`src/rtl/cnn_pkg.sv`:
```
// Shared types and sizing helpers for the CNN datapath stages
// (padder, convolution, pooling).
package cnn_pkg;

    localparam int DATA_W = 32;
    localparam int ACC_W  = 64;

    typedef logic signed [DATA_W-1:0] word_t;
    typedef logic signed [ACC_W-1:0]  acc_t;

    function automatic int conv_out_size(input int in_size, input int f, input int s);
        return (in_size - f) / s + 1;
    endfunction

    // Index width that never collapses to zero bits for single-entry ranges.
    function automatic int idx_width(input int n);
        return (n > 1) ? $clog2(n) : 1;
    endfunction

endpackage

```
`src/rtl/conv_mac_unit.sv`:
```
// Single signed 32x32 multiply with a 64-bit registered accumulator.
// clear has priority over en; the product is full width, never truncated.
module conv_mac_unit
    import cnn_pkg::*;
(
    input  logic  clk,
    input  logic  reset,
    input  logic  clear_i,
    input  logic  en_i,
    input  word_t a_i,
    input  word_t b_i,
    output acc_t  acc_o
);

    acc_t prod;
    acc_t acc_q;
    acc_t acc_d;

    assign prod = acc_t'(a_i) * acc_t'(b_i);

    always_comb begin
        acc_d = acc_q;
        if (clear_i) begin
            acc_d = '0;
        end else if (en_i) begin
            acc_d = acc_q + prod;
        end
    end

    always_ff @(posedge clk) begin
        if (reset) begin
            acc_q <= '0;
        end else begin
            acc_q <= acc_d;
        end
    end

    assign acc_o = acc_q;

endmodule

```
`src/rtl/conv_window_mac.sv`:
```
// Sliding-window convolution over a snapshot of the padded feature map,
// one sequential MAC per window, results streamed in raster order.
//
// state  | meaning
// IDLE   | waiting for start; snapshot inputs on start
// MAC    | one kernel tap accumulated per cycle, kc fastest
// OUT    | window result presented, held until out_ready
// DONE   | one-cycle done pulse, then back to IDLE
module conv_window_mac
    import cnn_pkg::*;
#(
    parameter  int IN_SIZE     = 6,
    parameter  int FILTER_SIZE = 3,
    parameter  int STRIDE      = 1,
    localparam int OUT_SIZE    = conv_out_size(IN_SIZE, FILTER_SIZE, STRIDE),
    localparam int IDX_W       = idx_width(OUT_SIZE)
) (
    input  logic             clk,
    input  logic             reset,
    input  logic             start,
    input  word_t            in_array [IN_SIZE][IN_SIZE],
    input  word_t            kernel   [FILTER_SIZE][FILTER_SIZE],
    output logic             busy,
    output logic             out_valid,
    input  logic             out_ready,
    output word_t            out_data,
    output logic [IDX_W-1:0] out_row,
    output logic [IDX_W-1:0] out_col,
    output logic             done
);

    localparam int KW = idx_width(FILTER_SIZE);
    localparam int RW = idx_width(IN_SIZE);

    localparam logic [1:0] S_IDLE = 2'd0;
    localparam logic [1:0] S_MAC  = 2'd1;
    localparam logic [1:0] S_OUT  = 2'd2;
    localparam logic [1:0] S_DONE = 2'd3;

    localparam logic [KW-1:0]    K_LAST = KW'(FILTER_SIZE - 1);
    localparam logic [IDX_W-1:0] O_LAST = IDX_W'(OUT_SIZE - 1);

    logic [1:0]       state_q, state_d;
    logic [IDX_W-1:0] wr_q, wr_d;
    logic [IDX_W-1:0] wc_q, wc_d;
    logic [KW-1:0]    kr_q, kr_d;
    logic [KW-1:0]    kc_q, kc_d;

    word_t in_q [IN_SIZE][IN_SIZE];
    word_t k_q  [FILTER_SIZE][FILTER_SIZE];

    logic          snap_en;
    logic          mac_clear;
    logic          mac_en;
    logic [RW-1:0] row_idx;
    logic [RW-1:0] col_idx;
    word_t         mac_a;
    word_t         mac_b;
    acc_t          acc;
    logic          unused_acc_hi;

    assign row_idx = RW'(wr_q) * RW'(STRIDE) + RW'(kr_q);
    assign col_idx = RW'(wc_q) * RW'(STRIDE) + RW'(kc_q);
    assign mac_a   = in_q[row_idx][col_idx];
    assign mac_b   = k_q[kr_q][kc_q];

    always_comb begin
        state_d   = state_q;
        wr_d      = wr_q;
        wc_d      = wc_q;
        kr_d      = kr_q;
        kc_d      = kc_q;
        snap_en   = 1'b0;
        mac_clear = 1'b0;
        mac_en    = 1'b0;
        case (state_q)
            S_IDLE: begin
                if (start) begin
                    snap_en   = 1'b1;
                    mac_clear = 1'b1;
                    wr_d      = '0;
                    wc_d      = '0;
                    kr_d      = '0;
                    kc_d      = '0;
                    state_d   = S_MAC;
                end
            end
            S_MAC: begin
                mac_en = 1'b1;
                if (kc_q == K_LAST) begin
                    kc_d = '0;
                    if (kr_q == K_LAST) begin
                        kr_d    = '0;
                        state_d = S_OUT;
                    end else begin
                        kr_d = kr_q + 1'b1;
                    end
                end else begin
                    kc_d = kc_q + 1'b1;
                end
            end
            S_OUT: begin
                if (out_ready) begin
                    if (wr_q == O_LAST && wc_q == O_LAST) begin
                        state_d = S_DONE;
                    end else begin
                        mac_clear = 1'b1;
                        kr_d      = '0;
                        kc_d      = '0;
                        if (wc_q == O_LAST) begin
                            wc_d = '0;
                            wr_d = wr_q + 1'b1;
                        end else begin
                            wc_d = wc_q + 1'b1;
                        end
                        state_d = S_MAC;
                    end
                end
            end
            S_DONE: begin
                state_d = S_IDLE;
            end
            default: begin
                state_d = S_IDLE;
            end
        endcase
    end

    always_ff @(posedge clk) begin
        if (reset) begin
            state_q <= S_IDLE;
            wr_q    <= '0;
            wc_q    <= '0;
            kr_q    <= '0;
            kc_q    <= '0;
        end else begin
            state_q <= state_d;
            wr_q    <= wr_d;
            wc_q    <= wc_d;
            kr_q    <= kr_d;
            kc_q    <= kc_d;
        end
    end

    // Snapshot storage is data only; it is always rewritten before use.
    always_ff @(posedge clk) begin
        if (snap_en) begin
            in_q <= in_array;
            k_q  <= kernel;
        end
    end

    conv_mac_unit u_mac (
        .clk     (clk),
        .reset   (reset),
        .clear_i (mac_clear),
        .en_i    (mac_en),
        .a_i     (mac_a),
        .b_i     (mac_b),
        .acc_o   (acc)
    );

    assign unused_acc_hi = ^acc[ACC_W-1:DATA_W];

    assign busy      = (state_q != S_IDLE);
    assign out_valid = (state_q == S_OUT);
    assign done      = (state_q == S_DONE);
    assign out_data  = word_t'(acc[DATA_W-1:0]);
    assign out_row   = wr_q;
    assign out_col   = wc_q;

endmodule

```
`config.mk`:
```
export PLATFORM = sky130hd
export DESIGN_NAME = conv_window_mac
export DESIGN_NICKNAME = d
export VERILOG_FILES = /design/src/rtl/cnn_pkg.sv /design/src/rtl/conv_mac_unit.sv /design/src/rtl/conv_window_mac.sv
export SDC_FILE = /design/constraint.sdc
export NUM_CORES = 2
export LEC_CHECK = 0
export CAP_MARGIN = 20
export CORE_AREA = 2 2 580 582
export DETAILED_ROUTE_END_ITERATION = 8
export DIE_AREA = 0 0 582 584
export GPL_ROUTABILITY_DRIVEN = 0
export PLACE_DENSITY = 0.52
export SLEW_MARGIN = 40
export SYNTH_ARGS = -nofsm -noshare
export SYNTH_HDL_FRONTEND = slang
export SYNTH_HIERARCHICAL = 1
export SYNTH_SLANG_ARGS = --single-unit
```
`constraint.sdc`:
```
create_clock -name clk -period 130.5 [get_ports clk]
set_clock_uncertainty 0.1 [all_clocks]
set_input_delay 19.575 -clock clk [delete_from_list [all_inputs] [get_ports clk]]
set_output_delay 19.575 -clock clk [all_outputs]
set_load 0.02 [all_outputs]
```
**After elaboration in Yosys (flattened, before gate mapping)**

Cells that the tools add are included.

- $add $sub $neg: 7
- Multiply operators: 1
- $lt $le $gt $ge: 4
- Equal/unequal tests: 13
- Muxes and demuxes: 40
- Bitwise logic cells: 4
- Reductions and logical operators: 11

Operator list:

| cell | count |
|---|---|
| $bmux 192 s3 | 1 |
| $mux 192 | 2 |
| $bmux 96 s2 | 1 |
| $mux 96 | 2 |
| $mux 32 | 4 |
| $bmux 32 s3 | 1 |
| $add 64x64->64 | 1 |
| $bmux 32 s2 | 1 |
| $mul 32x32->64 | 1 |
| $mux 2 | 17 |
| $eq 2x2->1 const B | 6 |
| $pmux 2 s3 | 2 |
| $reduce_and 4->1 | 3 |
| $reduce_and 5->1 | 2 |
| $add 2x1->2 const B | 4 |
| $ge 4x4->1 const B | 2 |
| $ne 2x2->1 const B | 4 |
| $not 3->4 | 2 |
| $pmux 2 s2 | 2 |
| $pmux 2 s4 | 1 |
| $add 2x2->3 | 2 |
| $ge 3x3->1 const B | 2 |
| $not 2->3 | 2 |
| $mux 1 | 5 |
| other kinds (8) | 10 |

- Bits in registers: 1,514
- Input port bits: 1,444
- Word-level logic and storage cells: 131

**Depth between registers and ports, before layout**

- Depth after elaboration: 10
- Mapped depth: 40
- Depth with buffers taken out: 34

**Hierarchy**

The synthesis kept the hierarchy.

Modules (own cells, without submodules):

| module | times used | cells each | area an instance (sq um) | seq. area each (sq um) |
|---|---|---|---|---|
| conv_window_mac | 1 | 2,611 | 55,657.1 | 43,441.7 |
| conv_mac_unit | 1 | 4,539 | 42,348.1 | 1,281.2 |

**Worst setup path before layout**

OpenSTA, ideal clock, no wires.

- Path kind: in2reg
- From: input port start
- To: register in_q[0] (netlist name) (enable)
- Setup time: 3,295 ps
- Data arrival time: 78,520 ps
- Data required time: 127,105 ps
- Slack: 48,585 ps
- Cell stages on the path: 2
- Path buffers: 0
- Path through: inv_1 -> nor2_1

- Longest elaborated chain between the ends: 2

Ends and longest elaborated chain:

| what | RTL line | text |
|---|---|---|
| start: declaration | conv_window_mac.sv:20 | `input logic start,` |
| $mux 1 | conv_window_mac.sv:78 | `if (start) begin` |
| $mux 1 | conv_window_mac.sv:76 | `case (state_q)` |
| named net snap_en | conv_window_mac.sv:52 | `logic snap_en;` |
| end signal: assignment | conv_window_mac.sv:148 | `in_q <= in_array;` |
| end: declaration | conv_window_mac.sv:49 | `word_t in_q [IN_SIZE][IN_SIZE];` |

The timed path passes the listed nets, and every way through them passes these cells.
A chain may end at the register's enable or synchronous reset.

**Final worst setup path**

- From: input port start
- To: register in_q[1131] (netlist name) (enable)

The elaborated chain is that of the path after synthesis.

==> results.sh <==
export IMPL_drc=0
export IMPL_viasPerCell=4.47
export IMPL_drt_first_iter_violations=4642
export IMPL_number_of_antenna_violations_at_the_first_check_in_global_routing=206
export IMPL_maxCapViolations=0
export IMPL_per_instance_average_area_after_synthesis_sq_um=15.8
export IMPL_min_period_ns=24.06
export IMPL_worstReg2RegEnd="u_mac/acc_o[27]$_SDFFE_PP0P_"
export IMPL_cts_sinks=1482
export IMPL_critPathLaunchType="input port"
export IMPL_pin_count_of_the_biggest_net_entering_global_routing=159
export IMPL_die_area_sq_um=340000
export IMPL_yosysWarningCount=6
export IMPL_die_outline_height_microns=584
export IMPL_grt_pass1_vias=50515
export IMPL_globalRoute_busiestLayer="met2"
export IMPL_timing_fmax_mhz=41.6
export IMPL_io_buffers=1482
export IMPL_crit_path_max_fanout=142
export IMPL_cts_repair_resized=0
export IMPL_fin_nets=8200
export IMPL_groute_layer_met1_usage_pct=23.3
export IMPL_start_util_pct=22.3
export IMPL_post_syn_nets=6763
export IMPL_totalWireLength_microns=342000
export IMPL_rows=212
export IMPL_hold_path_depth=2
export IMPL_post_cts_buffers=0
export IMPL_cts_hold_buf=0
export IMPL_total_cts_buffers=173
export IMPL_final_layout_size_suffix_gt1_share_pct=12.2
export IMPL_syn_inst=4691
export IMPL_cts_tree="yes"
export IMPL_reg2reg_setup_slack_ns=118.13
export IMPL_result_of_the_run="complete, no violations"
export IMPL_totalNegativeSetupSlack_ns=0
export IMPL_track_usage_pct=19.7
export IMPL_maxSlewHeadroom_pct=38.1
export IMPL_end_kind="flip-flop"
export IMPL_count_of_endpoints_failing_hold_in_the_final_timing_report=0
export IMPL_rsz0062_at_grt="false"
export IMPL_worst_endpoint_required_ns=130.90
export IMPL_clk_path_buf_depth=4
export IMPL_grt_overflow=0
export IMPL_holdCritStartpoint="u_mac/acc_o[6]$_SDFFE_PP0P_"
export IMPL_i_o_pin_total=1483
export IMPL_deepest_level_of_the_cts_h_tree=4
export IMPL_synth_area_sq_um=74200
export IMPL_die_width_microns=582
export IMPL_reg2reg_depth=33
export IMPL_final_max_slew_viol_count=0
export IMPL_detailedPlacementHpwl_microns=277000
export IMPL_whs_endpoint="u_mac/acc_o[6]$_SDFFE_PP0P_"
export IMPL_wire_per_inst_microns=31.9
export IMPL_layout_worst_path_cycle_share_pct=18.4
export IMPL_worst_slew_pin_slew_ns=0.919
export IMPL_path_class="input port to flip-flop"
export IMPL_finalSetupViolations=0
export IMPL_clk_transition_reported_paths_ns=0.06
export IMPL_gr_usage_met2_pct=34.3
export IMPL_crit_arrival_ns=24.45
export IMPL_final_core_utilization_pct=30.1
export IMPL_floorplan_core_area_sq_um=333000
export IMPL_clockRootBuffer="sky130_fd_sc_hd__clkbuf_16"
export IMPL_clk_insertion_delay_late_ns=0.91
export IMPL_r2r_start="kr_q[0]$_SDFFE_PP0P_"
export IMPL_use_met3_pct=4.87
export IMPL_min_path_type="flip-flop to flip-flop"
export IMPL_syn2layout_area_growth_pct=35.2
export IMPL_first_pass_iters=6
export IMPL_grt_first_pass_wirelength_microns=452000
export IMPL_vias=48024
export IMPL_route_antenna_remaining_nets=0
## area by class of cell
cell class | instances | area, sq um
Timing Repair Buffer | 1596 | 16000
Tap cell | 4387 | 5490
Clock inverter | 98 | 970
Inverter | 522 | 1960
Multi-Input combinational cell | 2353 | 27100
Clock buffer | 213 | 4520
Antenna cell | 83 | 208
Fill cell | 33132 | 233000
Sequential cell | 1482 | 44100
## registers in the layout (all words and copies together) (netlist names)
signal and flops:
kc_q 2, in_q 1152, u_mac/acc_o 32, out_row 2
out_col 2, k_q 288, kr_q 2, state_q 2
## worst max-delay path by stage
stage	end	cells past startpoint	startpoint
after floorplan	in_q[0]$_DFFE_PP_	2	start
after global placement	in_q[157]$_DFFE_PP_	8	start
after detailed placement	in_q[1096]$_DFFE_PP_	8	start
after CTS	in_q[1111]$_DFFE_PP_	8	start
after global routing	in_q[1111]$_DFFE_PP_	9	start
final	in_q[1131]$_DFFE_PP_	9	start
## metrics by stage
| step | instance area (sq um) | worst slack [ns] | hold slack, ns | cells |
|---|---|---|---|---|
| 5_1_grt | 100000 | 106.27 | 0.434 | 10705 |
| 3_3_place_gp | 94300 | 104.68 | 0.391 | 10327 |
| 6_report | 100000 | 106.45 | 0.409 | 10734 |
| 3_5_place_dp | 94500 | 104.83 | 0.401 | 10335 |
| 4_1_cts | 100000 | 105.78 | 0.413 | 10646 |
| 2_1_floorplan | 74200 | 48.58 | 0.463 | 4691 |
## critical path: stages
cell                              delay [ns]
sky130_fd_sc_hd__clkdlybuf4s50_1        0.74
sky130_fd_sc_hd__inv_1                  0.19
sky130_fd_sc_hd__nor2_4                 0.30
sky130_fd_sc_hd__buf_4                  0.66
sky130_fd_sc_hd__buf_12                 0.60
sky130_fd_sc_hd__buf_6                  0.58
sky130_fd_sc_hd__buf_6                  0.38
sky130_fd_sc_hd__buf_16                 0.32
sky130_fd_sc_hd__buf_4                  0.66
## layer usage
layer	share of wire (%)	vias up
met4	3.7	100
li1	-	19841
met1	38	25193
met3	8.0	553
met2	50	2337
met5	0.19	-
## cell usage in the layout, fill, tap and decap left out, types with 42 or more instances in the layout
cell and n:
sky130_fd_sc_hd__a21oi_1 93, sky130_fd_sc_hd__a221oi_1 64, sky130_fd_sc_hd__a22oi_1 47, sky130_fd_sc_hd__and2_1 253
sky130_fd_sc_hd__buf_4 89, sky130_fd_sc_hd__clkbuf_16 175, sky130_fd_sc_hd__clkdlybuf4s50_1 1482, sky130_fd_sc_hd__clkinv_1 42
sky130_fd_sc_hd__diode_2 83, sky130_fd_sc_hd__edfxtp_1 1440, sky130_fd_sc_hd__fa_1 470, sky130_fd_sc_hd__ha_1 154
sky130_fd_sc_hd__inv_1 520, sky130_fd_sc_hd__mux2_2 102, sky130_fd_sc_hd__mux2i_1 161, sky130_fd_sc_hd__mux4_2 237
sky130_fd_sc_hd__nand2_1 367, sky130_fd_sc_hd__nor2_1 80
Power is left out: the tool's default activity adds up to more than one toggle a clock period on the data nets, which glitch-free logic cannot reach.
